[config.mk]
export PLATFORM = sky130hd
export DESIGN_NAME = imem_loader
export DESIGN_NICKNAME = d
export VERILOG_FILES = /design/src/rtl/imem_loader.sv
export SDC_FILE = /design/constraint.sdc
export NUM_CORES = 1
export LEC_CHECK = 0
export CORE_ASPECT_RATIO = 1.2
export CORE_MARGIN = 2
export CORE_UTILIZATION = 40
export DETAILED_ROUTE_END_ITERATION = 6
export SLEW_MARGIN = 20
export SYNTH_ARGS = -nofsm -noshare
export SYNTH_HDL_FRONTEND = slang
export SYNTH_SLANG_ARGS = --single-unit
[constraint.sdc]
create_clock -name clk -period 3.65 [get_ports clk]
set_clock_uncertainty 0.05 [all_clocks]
set_input_delay 0.365 -clock clk [delete_from_list [all_inputs] [get_ports clk]]
set_output_delay 0.365 -clock clk [all_outputs]
set_load 0.02 [all_outputs]
[src/rtl/imem_loader.sv]
// Instruction-memory loader: pulls 32-bit words from a valid/ready source and
// writes them big-endian, one byte per cycle, starting at a word-aligned base.
module imem_loader #(
  parameter int DEPTH = 16384
) (
  input  logic        clk,
  input  logic        rst_n,
  input  logic        start,
  input  logic [31:0] base_addr,
  input  logic [15:0] word_count,
  input  logic        in_valid,
  input  logic [31:0] in_data,
  output logic        in_ready,
  output logic        mem_we,
  output logic [31:0] mem_addr,
  output logic [7:0]  mem_wdata,
  output logic        busy,
  output logic        done,
  output logic        err
);

  typedef enum logic [1:0] {IDLE, FETCH, WRITE, FIN} state_t;

  localparam logic [31:0] LIMIT = 32'(DEPTH - 4);

  state_t      state;
  logic [31:0] cur_addr;
  logic [31:0] word;
  logic [15:0] count;
  logic [15:0] words_done;
  logic [1:0]  idx;

  function automatic logic [7:0] pick_byte(input logic [31:0] w, input logic [1:0] i);
    logic [7:0] b;
    case (i)
      2'd0:    b = w[31:24];
      2'd1:    b = w[23:16];
      2'd2:    b = w[15:8];
      default: b = w[7:0];
    endcase
    return b;
  endfunction

  function automatic logic in_range(input logic [31:0] addr);
    return (addr <= LIMIT);
  endfunction

  // Session FSM; in_ready is registered with the bound check already applied,
  // so a FETCH entered with in_ready low means the next word would overrun.
  always_ff @(posedge clk) begin
    if (!rst_n) begin
      state      <= IDLE;
      cur_addr   <= 32'd0;
      word       <= 32'd0;
      count      <= 16'd0;
      words_done <= 16'd0;
      idx        <= 2'd0;
      in_ready   <= 1'b0;
      mem_we     <= 1'b0;
      mem_addr   <= 32'd0;
      mem_wdata  <= 8'd0;
      busy       <= 1'b0;
      done       <= 1'b0;
      err        <= 1'b0;
    end else begin
      done <= 1'b0;
      case (state)
        IDLE: begin
          in_ready <= 1'b0;
          mem_we   <= 1'b0;
          if (start) begin
            count      <= word_count;
            cur_addr   <= base_addr;
            words_done <= 16'd0;
            idx        <= 2'd0;
            err        <= 1'b0;
            if (base_addr[1:0] != 2'b00) begin
              err  <= 1'b1;
              busy <= 1'b0;
            end else if (word_count == 16'd0) begin
              busy  <= 1'b0;
              done  <= 1'b1;
              state <= FIN;
            end else begin
              busy     <= 1'b1;
              in_ready <= in_range(base_addr);
              state    <= FETCH;
            end
          end
        end
        FETCH: begin
          if (!in_ready) begin
            err   <= 1'b1;
            busy  <= 1'b0;
            state <= IDLE;
          end else if (in_valid) begin
            word      <= in_data;
            in_ready  <= 1'b0;
            mem_we    <= 1'b1;
            mem_addr  <= cur_addr;
            mem_wdata <= in_data[31:24];
            idx       <= 2'd0;
            state     <= WRITE;
          end
        end
        WRITE: begin
          if (idx == 2'd3) begin
            mem_we     <= 1'b0;
            cur_addr   <= cur_addr + 32'd4;
            words_done <= words_done + 16'd1;
            if (words_done + 16'd1 == count) begin
              busy  <= 1'b0;
              done  <= 1'b1;
              state <= FIN;
            end else begin
              in_ready <= in_range(cur_addr + 32'd4);
              state    <= FETCH;
            end
          end else begin
            idx       <= idx + 2'd1;
            mem_addr  <= cur_addr + {30'd0, idx + 2'd1};
            mem_wdata <= pick_byte(word, idx + 2'd1);
          end
        end
        FIN: begin
          state <= IDLE;
        end
        default: begin
          state <= IDLE;
        end
      endcase
    end
  end

endmodule

**Word level (Yosys, flattened, before mapping)**

Index checks and enable logic that the tools add are counted.

- Output and inout port bits: 45
- Bits in registers: 145
- Word-level logic and storage cells: 111

- Muxes and demuxes: 57
- Eq/ne operators: 17
- $lt $le $gt $ge: 2
- $add $sub $neg: 4
- Reductions and logical operators: 18

Operators with widths:

| cell | count |
|---|---|
| two-way mux 32 bit | 5 |
| one-hot mux 32 bit (2 select lines) | 2 |
| <= comparator 32 x 14 -> 1 bit, second input constant | 2 |
| adder 32 x 2 -> 32 bit | 1 |
| adder 32 x 3 -> 32 bit, second input constant | 1 |
| two-way mux 16 bit | 2 |
| one-hot mux 16 bit (2 select lines) | 1 |
| two-way mux 1 bit | 24 |
| two-way mux 8 bit | 3 |
| one-hot mux 8 bit (3 select lines) | 1 |
| two-way mux 2 bit | 11 |
| != test 2 bit, second input constant | 9 |
| adder 16 x 1 -> 16 bit, second input constant | 1 |
| equality test 16 bit | 1 |
| zero test 16 bit | 1 |
| one-hot mux 8 bit (2 select lines) | 1 |
| AND reduction 3 bit | 4 |
| AND reduction 4 bit | 3 |
| AND reduction 5 bit | 2 |
| one-hot mux 1 bit (3 select lines) | 3 |
| equality test 2 bit, second input constant | 4 |
| one-hot mux 2 bit (4 select lines) | 1 |
| nonzero test 2 bit | 4 |
| one-hot mux 2 bit (3 select lines) | 1 |
| other kinds (7) | 10 |

**Longest topological paths before layout**

Gate-level depths: netlist of run 1.

- Word-level depth: 5
- Mapped depth: 12
- Mapped depth without buffers: 11

**Worst setup path before layout of run 1**

OpenSTA, ideal clock, no wires.

- Path type: register -> register
- From: reg idx[0]
- To: reg mem_addr[29]
- Stages on the path, launching flop included: 13
- Arrival time: 2760 ps
- Required time: 3514 ps
- Clock period less this slack: 2895 ps
- Slack: 755 ps
- Path through: dfxtp_1 > inv_1 > ha_1 > ha_1 > a21oi_1 > nor3_1 > nand3_1 > or3_1 > clkbuf_1 > nor3_2 > nand4_1 > xor2_1 > a211oi_1

- Cells in the longest elaborated chain, start to end: 4
- Elaborated cells between the ends (all ways): 7
- Classes of those cells: 2 x add/sub; 2 x eq/ne; 2 x mux; 1 x reduce/logical

Ends and longest elaborated chain:

| what | RTL line | source |
|---|---|---|
| start: declaration | 31 | `logic [1:0] idx;` |
| start signal: assignment | 120 | `idx <= idx + 2'd1;` |
| adder 2 x 1 -> 2 bit | 121 | `mem_addr <= cur_addr + {30'd0, idx + 2'd1};` |
| adder 32 x 2 -> 32 bit | 121 |  |
| two-way mux 32 bit | 107 | `if (idx == 2'd3) begin` |
| one-hot mux 32 bit (2 select lines) | 67 | `case (state)` |
| end signal: assignment | 100 | `mem_addr <= cur_addr;` |
| end signal: assignment | 121 |  |
| end: declaration | 15 | `output logic [31:0] mem_addr,` |

Several ways; a longest one is shown, not always the timed one. The select of a mux whose other input is x is not followed.
A chain may end at the register's enable or synchronous reset.

**Worst setup path after layout of run 1**

Ends and elaborated chain as after synthesis.

==> results of run 1 <==
## worst max-delay path: stages, from the launching register on
cell      delay (ns)
dfxtp_1         0.42
inv_1           0.11
ha_1            0.37
ha_1            0.31
a21oi_1         0.17
nor3_1          0.29
nand3_1         0.16
or3_1           0.47
nor3_4          0.30
nand4_1         0.15
xor2_1          0.18
a211oi_1        0.24
## area by class of cell
class / instances / area, µm² / area share, %
Multi-Input combinational cell: 820 / 4800 / 47.3
Timing Repair Buffer: 147 / 1440 / 14.1
Tap cell: 265 / 332 / 3.26
Clock buffer: 17 / 425 / 4.19
Inverter: 20 / 77.6 / 0.763
Clock inverter: 15 / 185 / 1.82
Sequential cell: 145 / 2900 / 28.6
## how the worst max path moves through the flow
| stage | cells after the start | slack (ns) | start | end |
|---|---|---|---|---|
| after floorplan | 12 | 0.75 | idx[0]$_SDFFE_PN0P_ | mem_addr[29]$_SDFFE_PN0P_ |
| after global placement | 11 | 0.43 | idx[0]$_SDFFE_PN0P_ | mem_addr[29]$_SDFFE_PN0P_ |
| after detailed placement | 11 | 0.31 | idx[0]$_SDFFE_PN0P_ | mem_addr[29]$_SDFFE_PN0P_ |
| after CTS | 11 | 0.28 | idx[0]$_SDFFE_PN0P_ | mem_addr[29]$_SDFFE_PN0P_ |
| after global routing | 11 | 0.07 | idx[0]$_SDFFE_PN0P_ | mem_addr[29]$_SDFFE_PN0P_ |
| final | 11 | 0.34 | idx[0]$_SDFFE_PN0P_ | mem_addr[29]$_SDFFE_PN0P_ |
## cell usage after synthesis (6+ instances only)
cell type and count:
and2_1 12, nor3_1 33, o21ai_0 54, nor4_1 17, xor2_1 20, or2_2 6, a22oi_1 6, a21oi_1 113
xnor2_1 32, nand2_1 161, mux2i_1 13, clkbuf_1 70, or3_1 16, ha_1 15, a222oi_1 8, a31oi_1 9
inv_1 18, dfxtp_1 145, nor2_1 110, buf_2 11, nand4_1 21, a211oi_1 35, nand3_1 36, o22ai_1 13
and3_1 9, a311oi_1 10
## per-stage QoR
stage / setup slack (ns) / instance area, µm² / util, % / total power [mW]
floorplan: 0.755 / 8150 / - / 4.15
global placement: 0.427 / 9540 / 47.5 / 5.07
detailed placement: 0.314 / 9540 / 47.5 / 5.10
CTS: 0.279 / 10200 / 50.5 / 6.90
global route: 0.0717 / 10200 / 50.5 / 7.30
finish: 0.344 / 10200 / 50.5 / 6.86
## state kept, by name (all words and copies together), names as in the netlist, 2 cells and up
signal	cells
mem_addr	32
cur_addr	32
state	2
mem_wdata	8
words_done	16
word	32
count	16
idx	2
## where the power goes
part | switching, mW | internal (mW)
sequential | 0.395 | 1.93
combinational | 1.57 | 1.17
clock | 0.810 | 0.985
total | 2.77 | 4.08
## metal layers
layer	up-vias	wire length, µm
li1	3992	-
met1	3618	10300
met2	242	11300
met3	52	1320
met5	-	0
met4	0	817
## logic make-up (layout without fill, tap and decap cells)
kind of cell    count (synthesis)  in the layout  share of synthesized area, %
mux                            14             14                          1.74
fa+ha+maj                      16             16                          2.55
buf+inv                       112            199                          5.64
simple gates                  461            461                          27.7
compound gates                277            277                          21.1
xor+xnor                       52             52                          5.59
flops                         145            145                          35.6
==> results by group, run 1 <==
STA
  • Final hold slack: between 0.4 and 0.5 ns
  • Final setup fails: 0
  • F_max: 302 MHz
  • RSZ-0062 raised after global routing: false
  • Worst-margin pin slew: 0.754 ns
  • Fin crit period: ~3.3 ns
  • Final Hold Fails: 0
  • Slew Limit Fails: 0
  • Sum Neg Setup Slack: 0 ns
  • Period utilization: 90.6%
  • Slew HR: roughly half

Yosys
  • Avg Cell Area, Syn: around 7.6 µm²
  • Synth area leaders: dfxtp_1 (36%), nand2_1 (7.4%), a21oi_1 (6.9%)
  • Mapped Area: 8150 µm²
  • Mapped Nets: approximately 1,200
  • Synth top area share: 35.6%
  • Warnings from Yosys: 0
  • Sequential area share after synthesis: a little over a third
  • Asr flop ratio synth: 0%
  • Dominant cell type by area after synthesis: dfxtp_1
  • Synthesis-stage register bit count: 145
  • Synthesized instance count: around 1,100
  • Main synth FF type: dfxtp_1
  • Post-synth EDFFs: 0
  • Yosys cell types: 68

Worst setup path
  • Worst EP arrival: 3.61 ns
  • Startpoint types: flop
  • CP endpoint kind: flop
  • Worst Reg-to-Reg Cells: 11
  • Worst reg2reg setup slack: 0.34 ns
  • Worst Path Required: 3.95 ns
  • Reg2Reg Launch Point: idx[0]$_SDFFE_PN0P_
  • RR Endpoint: mem_addr[29]$_SDFFE_PN0P_
  • CP Class: flop to flop
  • Worst Path Max Fanout: 6

Clock network
  • CTS buffer count: 17
  • Post-CTS setup buffer count: 0
  • Worst-case clock buffer depth: 2
  • Hold-fix buffers, CTS: 0
  • Clk root buf: clkbuf_16
  • Worst skew pair latency: between 0.4 and 0.5 ns
  • Clock sinks: 145
  • Clk slew on worst S/H paths: roughly 0.07 ns
  • Post-cts sizing count: 0
  • TritonCTS clock tree: built
  • H-tree depth: 4

Floorplanning
  • Initial Util: 40.5%
  • Chip Width: 134 µm
  • Num rows: 57
  • Chip Height: 160 µm
  • DIE AREA: about 22,000 µm²
  • I/O pin cnt: 129
  • Core ar.: 20,100 µm²

Detailed routing
  • Number of remaining DRC errors: 9
  • Detail Route Antenna Nets: 0
  • Post-Route WL: 23,700 µm
  • Pre-antenna DRT Iters: 7
  • Drt wl/cell: 16.6 µm
  • Vias: 7,904
  • Vias per cell: 5.53
  • Drt initial violations: 715

Run status
  • Outcome: finished, violations left
  • Failing checks: design-rule violations

Worst hold path
  • Hold Path Depth: 2
  • Worst hold-check path type: flop to flop
  • Hold Path End: word[10]$_SDFFE_PN0P_
  • Min-delay src: word[10]$_SDFFE_PN0P_

GRT
  • Met3 Use GR: between 4 and 5%
  • Vias in the first global route: 7,436
  • Gr ovfl total: 0
  • Initial antenna violation count: 0
  • Grt met1 use: 27.8%
  • Gr usage total: approximately 22%
  • Busiest grt layer: met2
  • First-pass GRT wire length: 38,400 µm
  • Met2 Use GR: 37.1%
  • Largest net degree at the start of global routing: slightly below 70

Pwr
  • Pleak: between 3 and 4 nW
  • PD cells: between 600 and 700 nW/µm²
  • VDD IR-drop max: 0.000563 V

Place
  • DP Wirelength: between 15,000 and 20,000 µm
  • I/O Buffers: 128
  • Placed cells: 1,397
  • RD Place Congestion: between 0.8 and 0.9

Job
  • # Max-Cap Violations: 0

Finish
  • Final net count: 1,251
  • Fill count: 1,996
  • Ratio of cells with drive above 1 in the final layout: 6.87%
  • Most frequent cells in the layout: nand2_1 (161), dfxtp_1 (145), clkdlybuf4s50_1 (128)
  • Area Growth Syn to Fin: 24.7%
  • Fin cells: roughly 1,400
  • Commonest non-fill, non-tap cell in the layout: nand2_1
  • Diodes inserted: 0
Power figures use the tool's default switching activity.
==> run 2: changes to the inputs <==
--- a/config.mk
+++ b/config.mk
@@ -9,6 +9,7 @@
 export CORE_MARGIN = 2
 export CORE_UTILIZATION = 40
 export DETAILED_ROUTE_END_ITERATION = 6
+export PLACE_DENSITY = 0.67
 export SLEW_MARGIN = 20
 export SYNTH_ARGS = -nofsm -noshare
 export SYNTH_HDL_FRONTEND = slang
==> run 2 against run 1 <==
Against the previous run:
- sequential power is essentially flat
- critical endpoint unchanged
- non-clock buffer count shrank 5
- routed wire length shrank 0.18%
- first-iteration DRC count grew 1.8%
- critical path depth is the same
- register-to-register slack lost 0.02 ns
- total power shrank 1.5%
- clock power shrank 6%
- utilization shrank 0.42 points
- highest routed layer unchanged
- the run now ends clean
- sequential cell count is the same
- cell count shrank 0.35%
==> results by group, run 2 (same netlist as run 1, synthesis figures left out) <==
Detailed routing
  • Vias: 8,008 (+1.3%)
  • Post-Route WL: 23,600 µm (-0.18%)
  • Vias per cell: 5.62 (+1.7%)
  • Number of remaining DRC errors: 0 (-9)
  • Pre-antenna DRT Iters: 7 (unchanged)
  • Drt initial violations: 728 (+1.8%)
  • Drt wl/cell: 16.6 µm (+0.17%)
  • Detail Route Antenna Nets: 0 (unchanged)

Worst setup path
  • Startpoint types: flop
  • Worst EP arrival: 3.63 ns (+0.02 ns)
  • CP endpoint kind: flop
  • CP Class: flop to flop
  • Worst Path Required: 3.95 ns (about the same)
  • Crit-path slowest cell: or3_1
  • Critical path, cell by cell: inv_1 -> ha_1 -> ha_1 -> a21oi_1 -> nor3_1 -> nand3_1 -> or3_1 -> nor3_2 -> nand4_1 -> xor2_1 -> a211oi_1
  • Crit path largest cell delay: 0.47 ns (about the same)
  • Critical Path Most Common Cell: ha_1
  • Worst Path Max Fanout: 6 (unchanged)

Floorplanning
  • Num rows: 57 (unchanged)
  • Initial Util: 40.5% (unchanged)
  • Chip Width: 134 µm (unchanged)
  • Core ar.: 20,100 µm² (unchanged)
  • DIE AREA: 21,500 µm² (unchanged)
  • I/O pin cnt: 129 (unchanged)
  • Chip Height: 160 µm (unchanged)

Pwr
  • PD cells: 670 nW/µm² (-0.65%)
  • VDD IR-drop max: 0.000493 V (-13%)
  • Pleak: 3.32 nW (-2.3%)
  • Total design power: 6.75 mW (-1.5%)

GRT
  • Initial antenna violation count: 0 (unchanged)
  • Gr ovfl total: 0 (unchanged)
  • First-pass GRT wire length: 37,900 µm (-1.3%)
  • Vias in the first global route: 7,248 (-2.5%)
  • Largest net degree at the start of global routing: 94 (+38%)
  • Gr usage total: 21.8% (-0.38 points)

STA
  • Final setup fails: 0 (unchanged)
  • Final Hold Fails: 0 (unchanged)
  • Fin crit period: 3.33 ns (+0.0200 ns)
  • Sum Neg Setup Slack: 0 ns (unchanged)
  • F_max: 301 MHz (-0.60%)
  • Fin worst setup slack: 0.324 ns (-0.0200 ns)
  • RSZ-0062 raised after global routing: false
  • Worst-margin pin slew: 0.765 ns (+0.0102 ns)
  • Slew Limit Fails: 0 (unchanged)
  • Slew HR: 49.0% (-0.67 points)
  • Period utilization: 91.1% (+0.55 points)

Clock network
  • Worst-case clock buffer depth: 2 (unchanged)
  • Clk root buf: clkbuf_16
  • Post-cts sizing count: 0 (unchanged)
  • Worst skew pair latency: 0.43 ns (about the same)
  • Clk slew on worst S/H paths: 0.06 ns (about the same)
  • Clock sinks: 145 (unchanged)
  • H-tree depth: 4 (unchanged)
  • Hold-fix buffers, CTS: 0 (unchanged)
  • Post-CTS setup buffer count: 0 (unchanged)
  • CTS buffer count: 17 (unchanged)
  • TritonCTS clock tree: built

Finish
  • Fill count: 1,983 (-0.65%)
  • Diodes inserted: 0 (unchanged)
  • Biggest regs: cur_addr (32), mem_addr (32), word (32)
  • Final net count: 1,246 (-0.40%)
  • Area Growth Syn to Fin: 23.7%
  • Most frequent cells in the layout: nand2_1 (161), dfxtp_1 (145), clkdlybuf4s50_1 (128)
  • Ratio of cells with drive above 1 in the final layout: 6.38% (-0.49 points)
  • Commonest non-fill, non-tap cell in the layout: nand2_1
  • Fin cells: 1,424 (-0.35%)

Job
  • # Max-Cap Violations: 0 (unchanged)

Place
  • I/O Buffers: 128 (unchanged)
  • Pre-CTS setup slack: 0.359 ns (+0.0452 ns)
  • Placed cells: 1,392 (-0.36%)
  • DP Wirelength: 16,700 µm (-1.8%)
  • RD Place Congestion: 0.908 (+5.6%)

Run status
  • Outcome: complete, no violations

Worst hold path
  • Worst hold-check path type: flop to flop
## run 2: cell count changes in the layout (fill, tap and decap cells not counted), moves of 2 or more
| cell | change |
|---|---|
| buf_4 | -5 |
| clkinv_4 | +2 |
| clkinv_8 | -3 |
| clkinvlp_4 | +4 |
| inv_8 | -5 |
## run 2: area by class of cell
class | instances | area (µm²) | area share [%]
timing repair buffer | 142 | 1400 | 13.9
clock inverter | 13 | 128 | 1.27
multi-input combinational | 820 | 4800 | 47.6
sequential | 145 | 2900 | 28.8
tap | 265 | 332 | 3.29
inverter | 20 | 76.3 | 0.757
clock buffer | 19 | 443 | 4.40
## run 2: path summary, 6_finish.rpt
| check | startpoint | to | slack (ns) | cells past startpoint |
|---|---|---|---|---|
| worst min-delay path | word[26]$_SDFFE_PN0P_ | word[26]$_SDFFE_PN0P_ | 0.40 | 2 |
| worst min register to register | word[26]$_SDFFE_PN0P_ | word[26]$_SDFFE_PN0P_ | 0.40 | 2 |
| worst max register to register | idx[0]$_SDFFE_PN0P_ | mem_addr[29]$_SDFFE_PN0P_ | 0.32 | 11 |
| worst max-delay path | idx[0]$_SDFFE_PN0P_ | mem_addr[29]$_SDFFE_PN0P_ | 0.32 | 11 |
## run 2: metrics by stage
stage          utilization (%)  area, µm²  hold slack (ns)
2_1_floorplan                -       8150            0.386
3_3_place_gp              47.3       9510            0.392
3_5_place_dp              47.3       9510            0.398
4_1_cts                   50.1      10100            0.407
5_1_grt                   50.1      10100            0.430
6_report                  50.1      10100            0.404
## run 2: where the power goes
group	switching, mW	internal [mW]
Combinational	1.57	1.16
Clock	0.722	0.964
Sequential	0.401	1.94
## run 2: worst max-delay path: cells and delay by family (launching register included)
family / cells / cell delay (ns)
compound gates: 2 / 0.33
buf+inv: 1 / 0.12
xor+xnor: 1 / 0.17
simple gates: 5 / 1.48
flops: 1 / 0.43
fa+ha+maj: 2 / 0.66
## run 2: routing by layer
metal | global-route usage (%) | vias up | part of all wire (%)
met5 | 0 | - | 0
met3 | 4.23 | 31 | 6.4
met1 | 28.4 | 3697 | 43
li1 | - | 3988 | -
met4 | 7.22 | 0 | 1.9
met2 | 36.2 | 292 | 49
==> run 3: changes to the inputs <==
--- a/config.mk
+++ b/config.mk
@@ -9,7 +9,6 @@
 export CORE_MARGIN = 2
 export CORE_UTILIZATION = 40
 export DETAILED_ROUTE_END_ITERATION = 6
-export PLACE_DENSITY = 0.67
 export SLEW_MARGIN = 20
 export SYNTH_ARGS = -nofsm -noshare
 export SYNTH_HDL_FRONTEND = slang
==> results of run 3 <==
No change in the layout: final DEF, timing and power equal those of run 1.
